### src/rtl/snake_pkg.sv
// Shared types for the snake engine: state, direction and command encodings,
// PS/2 make codes and the direction-reversal helper.
package snake_pkg;

    typedef enum logic [1:0] {
        ST_PAUSED   = 2'd0,
        ST_PLAY     = 2'd1,
        ST_GAMEOVER = 2'd2,
        ST_BLACKOUT = 2'd3
    } state_e;

    typedef enum logic [1:0] {
        DIR_N = 2'd0,
        DIR_S = 2'd1,
        DIR_W = 2'd2,
        DIR_E = 2'd3
    } dir_e;

    typedef enum logic [3:0] {
        CMD_NONE,
        CMD_START,
        CMD_PAUSE,
        CMD_RESUME,
        CMD_ESC,
        CMD_UP,
        CMD_DOWN,
        CMD_LEFT,
        CMD_RIGHT
    } cmd_e;

    localparam logic [7:0] KEY_S     = 8'h1B;
    localparam logic [7:0] KEY_P     = 8'h4D;
    localparam logic [7:0] KEY_R     = 8'h2D;
    localparam logic [7:0] KEY_ESC   = 8'h76;
    localparam logic [7:0] KEY_UP    = 8'h75;
    localparam logic [7:0] KEY_DOWN  = 8'h72;
    localparam logic [7:0] KEY_LEFT  = 8'h6B;
    localparam logic [7:0] KEY_RIGHT = 8'h74;

    function automatic dir_e opposite(input dir_e d);
        dir_e o;
        o = d;
        unique case (d)
            DIR_N: o = DIR_S;
            DIR_S: o = DIR_N;
            DIR_W: o = DIR_E;
            DIR_E: o = DIR_W;
        endcase
        return o;
    endfunction

endpackage

### src/rtl/snake_game_ctrl_if.sv
// Key-input and pixel-query bundle between the PS/2 front end, the VGA mux
// and the snake engine.
interface snake_game_ctrl_if;
    logic       newKeyStrobe;
    logic [7:0] keycode;
    logic [9:0] hcount;
    logic [9:0] vcount;
    logic       SnakeOut;
    logic       HeadOut;

    modport master (
        output newKeyStrobe, keycode, hcount, vcount,
        input  SnakeOut, HeadOut
    );

    modport slave (
        input  newKeyStrobe, keycode, hcount, vcount,
        output SnakeOut, HeadOut
    );
endinterface

### src/rtl/snake_cmd_decode.sv
// Turns a strobed PS/2 make code into a one-cycle game command; unknown
// codes and idle cycles decode to CMD_NONE.
module snake_cmd_decode
    import snake_pkg::*;
(
    input  logic       i_strobe,
    input  logic [7:0] i_keycode,
    output cmd_e       o_cmd
);

    always_comb begin
        o_cmd = CMD_NONE;
        if (i_strobe) begin
            case (i_keycode)
                KEY_S:     o_cmd = CMD_START;
                KEY_P:     o_cmd = CMD_PAUSE;
                KEY_R:     o_cmd = CMD_RESUME;
                KEY_ESC:   o_cmd = CMD_ESC;
                KEY_UP:    o_cmd = CMD_UP;
                KEY_DOWN:  o_cmd = CMD_DOWN;
                KEY_LEFT:  o_cmd = CMD_LEFT;
                KEY_RIGHT: o_cmd = CMD_RIGHT;
                default:   o_cmd = CMD_NONE;
            endcase
        end
    end

endmodule

### src/rtl/snake_game_ctrl.sv
// Grid snake engine: game FSM, shifting body with growth, wall/self collision
// and a registered per-pixel snake/head query. Define SNAKE_WRAP_EN for wrapping walls.
module snake_game_ctrl
    import snake_pkg::*;
#(
    parameter int GRID_W     = 80,
    parameter int GRID_H     = 60,
    parameter int CELL_SHIFT = 3,
    parameter int MAX_LEN    = 16,
    parameter int INIT_LEN   = 4,
    parameter int START_X    = 40,
    parameter int START_Y    = 30
) (
    input  logic                         clk100MHz,
    input  logic                         rst_n,
    input  logic                         step_tick,
    input  logic                         grow,
    snake_game_ctrl_if.slave             bus,
    output logic [1:0]                   game_state,
    output logic [$clog2(GRID_W)-1:0]    head_x,
    output logic [$clog2(GRID_H)-1:0]    head_y,
    output logic [$clog2(MAX_LEN+1)-1:0] snake_len
);

    localparam int XW = $clog2(GRID_W);
    localparam int YW = $clog2(GRID_H);
    localparam int LW = $clog2(MAX_LEN + 1);

    state_e        r_state, w_state_nxt;
    dir_e          r_dir, r_pend_dir, w_arrow_dir;
    logic [LW-1:0] r_len;
    logic          r_grow_pend;
    logic [XW-1:0] r_seg_x [MAX_LEN];
    logic [YW-1:0] r_seg_y [MAX_LEN];
    logic          r_snake_out, r_head_out;

    cmd_e          w_cmd;
    logic          w_init, w_step, w_arrow_ok, w_is_arrow;
    logic          w_wall, w_self, w_die, w_grows;
    logic [XW-1:0] w_nx;
    logic [YW-1:0] w_ny;
    logic [9:0]    w_cx, w_cy;
    logic          w_on_grid, w_hit, w_head_hit;

    snake_cmd_decode u_cmd_decode (
        .i_strobe  (bus.newKeyStrobe),
        .i_keycode (bus.keycode),
        .o_cmd     (w_cmd)
    );

    function automatic logic [XW-1:0] init_x(input int unsigned i);
        return (int'(i) < INIT_LEN) ? XW'(START_X - int'(i)) : '0;
    endfunction

    function automatic logic [YW-1:0] init_y(input int unsigned i);
        return (int'(i) < INIT_LEN) ? YW'(START_Y) : '0;
    endfunction

    // Edge compares instead of signed arithmetic so coordinates never underflow.
    always_comb begin
        w_nx   = r_seg_x[0];
        w_ny   = r_seg_y[0];
        w_wall = 1'b0;
        unique case (r_pend_dir)
            DIR_N: if (r_seg_y[0] == '0) begin
`ifdef SNAKE_WRAP_EN
                w_ny = YW'(GRID_H - 1);
`else
                w_wall = 1'b1;
`endif
            end else w_ny = r_seg_y[0] - YW'(1);
            DIR_S: if (r_seg_y[0] == YW'(GRID_H - 1)) begin
`ifdef SNAKE_WRAP_EN
                w_ny = '0;
`else
                w_wall = 1'b1;
`endif
            end else w_ny = r_seg_y[0] + YW'(1);
            DIR_W: if (r_seg_x[0] == '0) begin
`ifdef SNAKE_WRAP_EN
                w_nx = XW'(GRID_W - 1);
`else
                w_wall = 1'b1;
`endif
            end else w_nx = r_seg_x[0] - XW'(1);
            DIR_E: if (r_seg_x[0] == XW'(GRID_W - 1)) begin
`ifdef SNAKE_WRAP_EN
                w_nx = '0;
`else
                w_wall = 1'b1;
`endif
            end else w_nx = r_seg_x[0] + XW'(1);
        endcase
    end

    // The tail only blocks the head when it stays put, i.e. when the snake really grows.
    always_comb begin
        w_grows = r_grow_pend && (r_len != LW'(MAX_LEN));
        w_self  = 1'b0;
        for (int unsigned i = 1; i < MAX_LEN; i++) begin
            if ((r_seg_x[i] == w_nx) && (r_seg_y[i] == w_ny) &&
                ((i + 1 < 32'(r_len)) || (w_grows && (i + 1 == 32'(r_len)))))
                w_self = 1'b1;
        end
        w_die = w_wall || w_self;
    end

    always_comb begin
        w_is_arrow  = 1'b1;
        w_arrow_dir = r_dir;
        case (w_cmd)
            CMD_UP:    w_arrow_dir = DIR_N;
            CMD_DOWN:  w_arrow_dir = DIR_S;
            CMD_LEFT:  w_arrow_dir = DIR_W;
            CMD_RIGHT: w_arrow_dir = DIR_E;
            default:   w_is_arrow  = 1'b0;
        endcase
    end

    always_comb begin
        w_state_nxt = r_state;
        w_init      = 1'b0;
        w_step      = 1'b0;
        w_arrow_ok  = 1'b0;
        unique case (r_state)
            ST_BLACKOUT: begin
                if (w_cmd == CMD_START) begin
                    w_init      = 1'b1;
                    w_state_nxt = ST_PLAY;
                end
            end
            ST_PLAY: begin
                case (w_cmd)
                    CMD_START: w_init      = 1'b1;
                    CMD_PAUSE: w_state_nxt = ST_PAUSED;
                    CMD_ESC:   w_state_nxt = ST_BLACKOUT;
                    default: begin
                        w_step = step_tick;
                        if (step_tick && w_die)
                            w_state_nxt = ST_GAMEOVER;
                        // Legality is judged against the direction in force once this cycle's step lands.
                        if (w_is_arrow && (w_arrow_dir != opposite(step_tick ? r_pend_dir : r_dir)))
                            w_arrow_ok = 1'b1;
                    end
                endcase
            end
            ST_PAUSED: begin
                case (w_cmd)
                    CMD_RESUME: w_state_nxt = ST_PLAY;
                    CMD_START: begin
                        w_init      = 1'b1;
                        w_state_nxt = ST_PLAY;
                    end
                    CMD_ESC: w_state_nxt = ST_BLACKOUT;
                    default: ;
                endcase
            end
            ST_GAMEOVER: begin
                case (w_cmd)
                    CMD_START: begin
                        w_init      = 1'b1;
                        w_state_nxt = ST_PLAY;
                    end
                    CMD_ESC: w_state_nxt = ST_BLACKOUT;
                    default: ;
                endcase
            end
        endcase
    end

    always_ff @(posedge clk100MHz or negedge rst_n) begin
        if (!rst_n) r_state <= ST_BLACKOUT;
        else        r_state <= w_state_nxt;
    end

    always_ff @(posedge clk100MHz or negedge rst_n) begin
        if (!rst_n) begin
            r_dir       <= DIR_E;
            r_pend_dir  <= DIR_E;
            r_len       <= LW'(INIT_LEN);
            r_grow_pend <= 1'b0;
            for (int unsigned i = 0; i < MAX_LEN; i++) begin
                r_seg_x[i] <= init_x(i);
                r_seg_y[i] <= init_y(i);
            end
        end else if (w_init) begin
            r_dir       <= DIR_E;
            r_pend_dir  <= DIR_E;
            r_len       <= LW'(INIT_LEN);
            r_grow_pend <= 1'b0;
            for (int unsigned i = 0; i < MAX_LEN; i++) begin
                r_seg_x[i] <= init_x(i);
                r_seg_y[i] <= init_y(i);
            end
        end else begin
            if (w_step && !w_die) begin
                r_dir      <= r_pend_dir;
                r_seg_x[0] <= w_nx;
                r_seg_y[0] <= w_ny;
                for (int unsigned i = 1; i < MAX_LEN; i++) begin
                    r_seg_x[i] <= r_seg_x[i-1];
                    r_seg_y[i] <= r_seg_y[i-1];
                end
                if (w_grows) r_len <= r_len + LW'(1);
            end
            if (w_arrow_ok) r_pend_dir <= w_arrow_dir;
            if (grow)                      r_grow_pend <= 1'b1;
            else if (w_step && !w_die)     r_grow_pend <= 1'b0;
        end
    end

    assign w_cx      = bus.hcount >> CELL_SHIFT;
    assign w_cy      = bus.vcount >> CELL_SHIFT;
    assign w_on_grid = (w_cx < 10'(GRID_W)) && (w_cy < 10'(GRID_H));

    always_comb begin
        w_hit      = 1'b0;
        w_head_hit = (10'(r_seg_x[0]) == w_cx) && (10'(r_seg_y[0]) == w_cy);
        for (int unsigned i = 0; i < MAX_LEN; i++) begin
            if ((i < 32'(r_len)) && (10'(r_seg_x[i]) == w_cx) && (10'(r_seg_y[i]) == w_cy))
                w_hit = 1'b1;
        end
    end

    always_ff @(posedge clk100MHz or negedge rst_n) begin
        if (!rst_n) begin
            r_snake_out <= 1'b0;
            r_head_out  <= 1'b0;
        end else begin
            r_snake_out <= (r_state != ST_BLACKOUT) && w_on_grid && w_hit;
            r_head_out  <= (r_state != ST_BLACKOUT) && w_on_grid && w_head_hit;
        end
    end

    assign bus.SnakeOut = r_snake_out;
    assign bus.HeadOut  = r_head_out;
    assign game_state   = r_state;
    assign head_x       = r_seg_x[0];
    assign head_y       = r_seg_y[0];
    assign snake_len    = r_len;

endmodule

### src/flat_wrapper.sv
// flat-port wrapper written by rule: the top's interface ports become plain ports
module snake_game_ctrl_flat import snake_pkg::*;
#(
    parameter int GRID_W     = 80,
    parameter int GRID_H     = 60,
    parameter int CELL_SHIFT = 3,
    parameter int MAX_LEN    = 16,
    parameter int INIT_LEN   = 4,
    parameter int START_X    = 40,
    parameter int START_Y    = 30
)
  (clk100MHz, rst_n, step_tick, grow, game_state, head_x, head_y, snake_len, bus_newKeyStrobe, bus_keycode, bus_hcount, bus_vcount, bus_SnakeOut, bus_HeadOut);
  snake_game_ctrl_if bus_i ();
  input  logic clk100MHz;
  input  logic rst_n;
  input  logic step_tick;
  input  logic grow;
  output logic [1:0] game_state;
  output logic [$clog2(GRID_W)-1:0] head_x;
  output logic [$clog2(GRID_H)-1:0] head_y;
  output logic [$clog2(MAX_LEN+1)-1:0] snake_len;
  input wire logic [$bits(bus_i.newKeyStrobe)-1:0] bus_newKeyStrobe;
  input wire logic [$bits(bus_i.keycode)-1:0] bus_keycode;
  input wire logic [$bits(bus_i.hcount)-1:0] bus_hcount;
  input wire logic [$bits(bus_i.vcount)-1:0] bus_vcount;
  output wire logic [$bits(bus_i.SnakeOut)-1:0] bus_SnakeOut;
  output wire logic [$bits(bus_i.HeadOut)-1:0] bus_HeadOut;
  assign bus_i.newKeyStrobe = bus_newKeyStrobe;
  assign bus_i.keycode = bus_keycode;
  assign bus_i.hcount = bus_hcount;
  assign bus_i.vcount = bus_vcount;
  assign bus_SnakeOut = bus_i.SnakeOut;
  assign bus_HeadOut = bus_i.HeadOut;
  snake_game_ctrl #(.GRID_W(GRID_W), .GRID_H(GRID_H), .CELL_SHIFT(CELL_SHIFT), .MAX_LEN(MAX_LEN), .INIT_LEN(INIT_LEN), .START_X(START_X), .START_Y(START_Y)) u_core (.clk100MHz(clk100MHz), .rst_n(rst_n), .step_tick(step_tick), .grow(grow), .bus(bus_i), .game_state(game_state), .head_x(head_x), .head_y(head_y), .snake_len(snake_len));
endmodule
### config.mk
export PLATFORM = sky130hd
export DESIGN_NAME = snake_game_ctrl_flat
export DESIGN_NICKNAME = d
export VERILOG_FILES = /design/src/rtl/snake_pkg.sv /design/src/rtl/snake_game_ctrl_if.sv /design/src/rtl/snake_cmd_decode.sv /design/src/rtl/snake_game_ctrl.sv /design/src/flat_wrapper.sv
export SDC_FILE = /design/constraint.sdc
export NUM_CORES = 1
export LEC_CHECK = 0
export CAP_MARGIN = 20
export CORE_ASPECT_RATIO = 1.1
export CORE_MARGIN = 2
export CORE_UTILIZATION = 29
export CTS_CLUSTER_SIZE = 14
export DETAILED_ROUTE_END_ITERATION = 6
export GPL_TIMING_DRIVEN = 1
export SLEW_MARGIN = 30
export SYNTH_ARGS = -nofsm -noshare
export SYNTH_HDL_FRONTEND = slang
export SYNTH_SLANG_ARGS = --single-unit
### constraint.sdc
create_clock -name clk100MHz -period 8.1 [get_ports clk100MHz]
set_clock_uncertainty 0.1 [all_clocks]
set_input_delay 0.81 -clock clk100MHz [delete_from_list [all_inputs] [get_ports clk100MHz]]
set_output_delay 0.81 -clock clk100MHz [all_outputs]
set_load 0.02 [all_outputs]
* Word level (Yosys, flattened, before mapping)
Cells that the tools add are included.
W data, S select, Z words.
** Operators by class
- Multiplexer cells :: 77
- Reduce and logical (&&, ||, !) cells :: 118
- $lt $le $gt $ge :: 19
- Equal/unequal tests :: 112
- $add $sub $neg :: 5
** Operators with widths (count)
- $mux W112 :: 2
- $eq A7 B7 Y1 :: 31
- $mux W96 :: 2
- $eq A6 B7 Y1 :: 16
- $eq A6 B6 Y1 :: 15
- $logic_and A1 B1 Y1 :: 86
- $eq A8 B7 Y1 const B :: 6
- $mux W1 :: 46
- $eq A4 B5 Y1 const A :: 8
- $lt A4 B5 Y1 const A :: 8
- $pmux W4 S8 :: 1
- $pmux W2 S4 :: 3
- $eq A3 B5 Y1 const A :: 4
- $lt A3 B5 Y1 const A :: 4
- $mux W2 :: 9
- $eq A4 B3 Y1 const B :: 4
- $logic_or A1 B1 Y1 :: 16
- $mux W5 :: 3
- $mux W7 :: 2
- $pmux W7 S2 :: 1
- $eq A2 B2 Y1 const B :: 6
- $mux W6 :: 2
- $pmux W6 S2 :: 1
- $eq A2 B5 Y1 const A :: 2
- other kinds (40) :: 53
** Storage, ports and cells
- Bits of input ports :: 33
- Register bits :: 222
- Output and inout port bits :: 22
- Logic and storage cells :: 370

* Longest topological paths before layout
- Word-level depth :: 27
- Depth in mapped cells :: 20
- Gate-level depth less buffers :: 14

* Hierarchy
A second synthesis with hierarchy kept.
** Unflattened totals
- Cells, all modules :: 1894
- Area, all modules :: 17307.8 um^2
** By module, submodules not included
- snake_game_ctrl :: instances 1, area an instance 17103.9 um^2, cells an instance 1867, seq. area each 5599.1 um^2
- snake_cmd_decode :: instances 1, area an instance 203.9 um^2, cells an instance 27, seq. area each 0.0 um^2

* Worst setup path after synthesis
OpenSTA, ideal clock, no wires.
- Path type :: register to register
- Start point :: register u_core.r_seg_x, in the netlist u_core.head_x[1]
- End point :: register u_core.r_seg_x[0] (netlist name)
- Path slack :: 4.109 ns
- Stages on the path, launching flop included :: 20
- Library setup time :: 0.132 ns
- Data required time :: 7.868 ns
- Arrival time :: 3.759 ns
- Clock period less this slack :: 3.991 ns
- Cells stage by stage :: dfrtp_1 > clkbuf_1 > inv_1 > ha_1 > nor4b_4 > and3_1 > buf_4 > o311ai_4 > buf_4 > xor2_1 > nor4_1 > a31oi_1 > nand3b_1 > nor4_4 > nand3_1 > buf_6 > buf_8 > buf_8 > mux2i_1 > nor2_1
** On the way
- Word-level cells in the longest chain between the ends :: 25
- Elaborated cells on any way between the ends :: 74
- Those cells by class :: add/sub: 2; eq/ne: 16; mux: 21; reduce/logical: 35
** RTL lines
- start: declaration :: line snake_game_ctrl.sv:33 : logic [XW-1:0] r_seg_x [MAX_LEN];
- start signal: indexed assignment :: line snake_game_ctrl.sv:183 : r_seg_x[i] <= init_x(i);
- start signal: indexed assignment :: line snake_game_ctrl.sv:192 : r_seg_x[i] <= init_x(i);
- start signal: indexed assignment :: line snake_game_ctrl.sv:201 : r_seg_x[i] <= r_seg_x[i-1];
- $add A7 B1 Y7, or another cell as far along :: line snake_game_ctrl.sv:92 : end else w_nx = r_seg_x[0] + XW'(1);
- $mux W7 (on tied branches) :: line snake_game_ctrl.sv:86, snake_game_ctrl.sv:79
- $pmux W7 S2 :: line snake_game_ctrl.sv:64 : unique case (r_pend_dir)
- $eq A7 B7 Y1 :: line snake_game_ctrl.sv:101 : if ((r_seg_x[i] == w_nx) && (r_seg_y[i] == w_ny) &&
- $logic_and A1 B1 Y1 (2 in series) :: line snake_game_ctrl.sv:101
- $mux W1 (15 in series) :: line snake_game_ctrl.sv:101
- $logic_or A1 B1 Y1 (*) :: line snake_game_ctrl.sv:105 : w_die = w_wall || w_self;
- $logic_not A1 Y1 (*) :: line snake_game_ctrl.sv:196 : if (w_step && !w_die) begin
- $logic_and A1 B1 Y1 (*) :: line snake_game_ctrl.sv:196
- $reduce_bool A2 Y1 (no line) (*)
Every way passes the cells marked *; elsewhere a longest branch is shown, timed or not.
A chain may end at the register's enable or synchronous reset.

* Final worst setup path
- Start point :: register u_core.r_seg_x, in the netlist u_core.head_x[0]
- End point :: register u_core.r_seg_y[32] (netlist name)
** On the way
- Word-level cells in the longest chain between the ends :: 25
- Elaborated cells on any way between the ends :: 74
- Those cells by class :: add/sub: 2; eq/ne: 16; mux: 21; reduce/logical: 35
** RTL lines
- $add A7 B1 Y7, or another cell as far along :: line snake_game_ctrl.sv:92
- $mux W7 (on tied branches) :: line snake_game_ctrl.sv:86, snake_game_ctrl.sv:79
- $pmux W7 S2 :: line snake_game_ctrl.sv:64
- $eq A7 B7 Y1 :: line snake_game_ctrl.sv:101
- $logic_and A1 B1 Y1 (2 in series) :: line snake_game_ctrl.sv:101
- $mux W1 (15 in series) :: line snake_game_ctrl.sv:101
- $logic_or A1 B1 Y1 (*) :: line snake_game_ctrl.sv:105
- $logic_not A1 Y1 (*) :: line snake_game_ctrl.sv:196
- $logic_and A1 B1 Y1 (*) :: line snake_game_ctrl.sv:196
- $reduce_bool A2 Y1 (no line) (*)
- end signal: indexed assignment :: line snake_game_ctrl.sv:184 : r_seg_y[i] <= init_y(i);
- end signal: indexed assignment :: line snake_game_ctrl.sv:193 : r_seg_y[i] <= init_y(i);
- end signal: indexed assignment :: line snake_game_ctrl.sv:202 : r_seg_y[i] <= r_seg_y[i-1];
- end: declaration :: line snake_game_ctrl.sv:34 : logic [YW-1:0] r_seg_y [MAX_LEN];
Marked as above.

==> flow_summary.toml <==
[outcome]
status = "finished, final reports clean"

[routing]
first_pass_iters = 5
drc = 0
wl_per_cell_um = 23.4
num_vias = 13700
ant_nets = 0
routed_via_density = 5.49
wirelength_um = 58500
drt_iter0_drc = 1589

[final_layout]
antennaDiodeCount = 0
finalNetCount = 1771
final_cell_mix = "231 x nor2_1, 207 x xor2_1, 204 x mux2i_1, 187 x dfrtp_1, 174 x xnor2_1"
final_cell_area_sq_mm = 0.0183
drive_above_1_share = 0.0915
final_common_cell = "nor2_1"
area_growth_syn_to_layout_pct = 10.5

[synth]
synth_compound_area_frac = 0.0884
ys_async_sr_fraction = 1.00
synth_cells = 1772
muxShareOfSynthArea = 0.130
synth_xor_area_frac = 0.203
ys_types = 89
synth_simple_gate_area_share = 0.171
synth-seq-area-share = 0.339
syn_nets = 1814
postSynthAreaPerCell_sq_um = 9.32
synth-edff-count = 0
synth_top_family_by_area = "XOR/XNOR gates"
synth_warnings = 0
synthAdderAreaFrac = 0.00682
ys_ff_latch = 222
yosys_most_used_dff = "dfrtp_1"
synth_area_sq_mm = 0.0165

[clock_network]
cts_resized = 0
cts_tree = "yes"
cts_hold_buffers = 0
cts_buffers = 26
cts_setup_buffers = 0
clk_pin_slew_ns = 0.06
clock_latency_ns = 0.57
cts-root-buf = "clkbuf_16"
cts_num_sinks = 222
h-tree-depth = 1
cts_buffer_depth = 3

[sta]
drv_slew = 0
finalCritPeriodShare = 0.766
rsz0062_at_grt = "no"
setup_tns_ns = 0
max_freq_mhz = 161
slew_headroom = 0.344
period_minus_slack_ns = 6.20
hold_violations = 0
tightest_slew_ns = 0.963
finalSetupViolCount = 0

[worst_setup_path]
cp_max_fo = 70
critPathMaxStageDelay_ns = 0.65
critical_path_class = "flip-flop to flip-flop"
worstPathRequired_ns = 8.41
worstSetupStartpoint = "u_core.head_x[0]$_DFFE_PN0P_"
start_kind = "flip-flop"
arrival_ns = 6.51
cpMaxStageDelayCell = "buf_4"
crit_chain = "inv_1 > ha_1 > nor4b_4 > nand3_1 > nand2_1 > o21ai_1 > o21ai_0 > nand4_1 > nor4_1 > a31oi_1 > nor4b_2 > nand3_4 > buf_6 > buf_4 > mux2i_1 > nor2_1"
cp-end-kind = "flip-flop"
crit-reg2reg-launch = "u_core.head_x[0]$_DFFE_PN0P_"

[floorplan]
die_x_um = 232
core_sq_mm = 0.0561
die_h_um = 254
initial_utilization = 0.294
pin_count = 55
rows = 91
die_area_sq_mm = 0.0589

[power]
peakVddDrop_uv = 162
powerDensity_mw_per_mm2 = 238
p_leak_nw = 9.26

[global_routing]
antenna_found_initial = 0
grt_util_all_layers = 0.196
grt_first_pass_wirelength_um = 87200
grt_max_degree = 187
gr-total-overflow = 0
grt_pass1_vias = 13200

[place]
hpwlAfterDp_um = 39200
io_buffers = 48
post_dp_cell_area_sq_mm = 0.0173
gp_congestion = 0.936

[worst_hold_path]
hp-class = "primary input to asynchronous set/reset pin"

[flow_run]
drv_cap = 0
[state kept, by name, summed over array words and instances (netlist names), 2 cells and up]
| signal | count |
|---|---|
| u_core.head_y | 6 |
| u_core.r_dir | 2 |
| u_core.r_seg_y | 90 |
| u_core.snake_len | 5 |
| u_core.head_x | 7 |
| u_core.game_state | 2 |
| u_core.r_pend_dir | 2 |
| u_core.r_seg_x | 105 |
[final cells by class]
cell class,instances,area [sq um]
timing repair buffer,86,820
fill,5707,37900
clock inverter,14,154
clock buffer,34,762
multi-input combinational,1374,9920
inverter,19,71.3
sequential,222,5600
tap,744,931
[worst paths after layout]
path	to	slack [ns]	cells past startpoint
setup / recovery	u_core.r_seg_y[32]$_DFFE_PN0P_	1.90	16
hold / removal	u_core.r_seg_x[6]$_DFFE_PN0P_	0.09	1
setup reg to reg	u_core.r_seg_y[32]$_DFFE_PN0P_	1.90	16
hold reg to reg	u_core.r_dir[0]$_DFFE_PN1P_	0.42	2
max in group asynchronous	u_core.head_x[2]$_DFFE_PN0P_	6.62	2
min in group clk100MHz	u_core.r_dir[0]$_DFFE_PN1P_	0.42	2
[power breakdown]
part           switching (W)  leakage, nW  internal (W)
clock network       0.000516        0.455      0.000756
registers           0.000302         2.94       0.00126
logic               0.000903         5.87      0.000610
total                0.00172         9.26       0.00262
[metal layers]
| metal | up-vias | wire (um) | global-route usage |
|---|---|---|---|
| met5 | - | 0 | 0 |
| met4 | 0 | 2860 | 0.0927 |
| met3 | 161 | 4340 | 0.0297 |
| met2 | 685 | 26200 | 0.308 |
| met1 | 6789 | 25100 | 0.263 |
| li1 | 6048 | - | - |
[cells in the mapped netlist (8+ instances only)]
master | number | area, sq um
and2_1 | 8 | 50.1
clkbuf_1 | 79 | 297
nand2b_1 | 9 | 56.3
buf_2 | 23 | 115
xnor2_1 | 174 | 1520
dfstp_2 | 35 | 920
a2111oi_0 | 11 | 96.3
a31oi_1 | 12 | 75.1
inv_1 | 19 | 71.3
ha_1 | 9 | 113
o21ai_0 | 32 | 160
nor4_1 | 57 | 357
a21oi_1 | 39 | 195
and3_1 | 10 | 62.6
mux2i_1 | 204 | 2040
o21ai_1 | 9 | 45.0
buf_4 | 26 | 195
nand3_1 | 33 | 165
nand4_1 | 52 | 325
nor2_1 | 232 | 871
or3_1 | 10 | 62.6
buf_6 | 15 | 169
nor3_1 | 21 | 105
nand2_1 | 97 | 364
o211ai_1 | 13 | 97.6
buf_8 | 11 | 165
dfrtp_1 | 187 | 4680
xor2_1 | 207 | 1810
[worst max-delay path: cells and delay by family, from the launching register on]
kind,cells,cell delay (ns)
flip-flops,1,0.54
AO/OA/AOI/OAI,3,1.08
multiplexers,1,0.27
adder cells (fa/ha/maj),1,0.21
buffers and inverters,3,1.55
AND/OR/NAND/NOR,8,2.22
[cell families after synthesis]
logic type | after synthesis
adder cells (fa/ha/maj) | 9
AO/OA/AOI/OAI | 200
XOR/XNOR | 382
buffers and inverters | 176
flip-flops | 222
AND/OR/NAND/NOR | 573
multiplexers | 210
[metrics by stage]
stage	cells	utilization	hold slack [ns]	total power, W	worst slack [ns]
4_1_cts	2492	0.325	0.277	0.00433	2.05
6_report	2493	0.325	0.0882	0.00434	1.90
5_1_grt	2493	0.325	0.122	0.00451	1.64
3_3_place_gp	2444	0.308	0.402	0.00302	1.81
3_5_place_dp	2444	0.308	0.410	0.00304	2.06
2_1_floorplan	1772	-	0.386	0.00253	4.11
(Power assumes the default switching activity.)
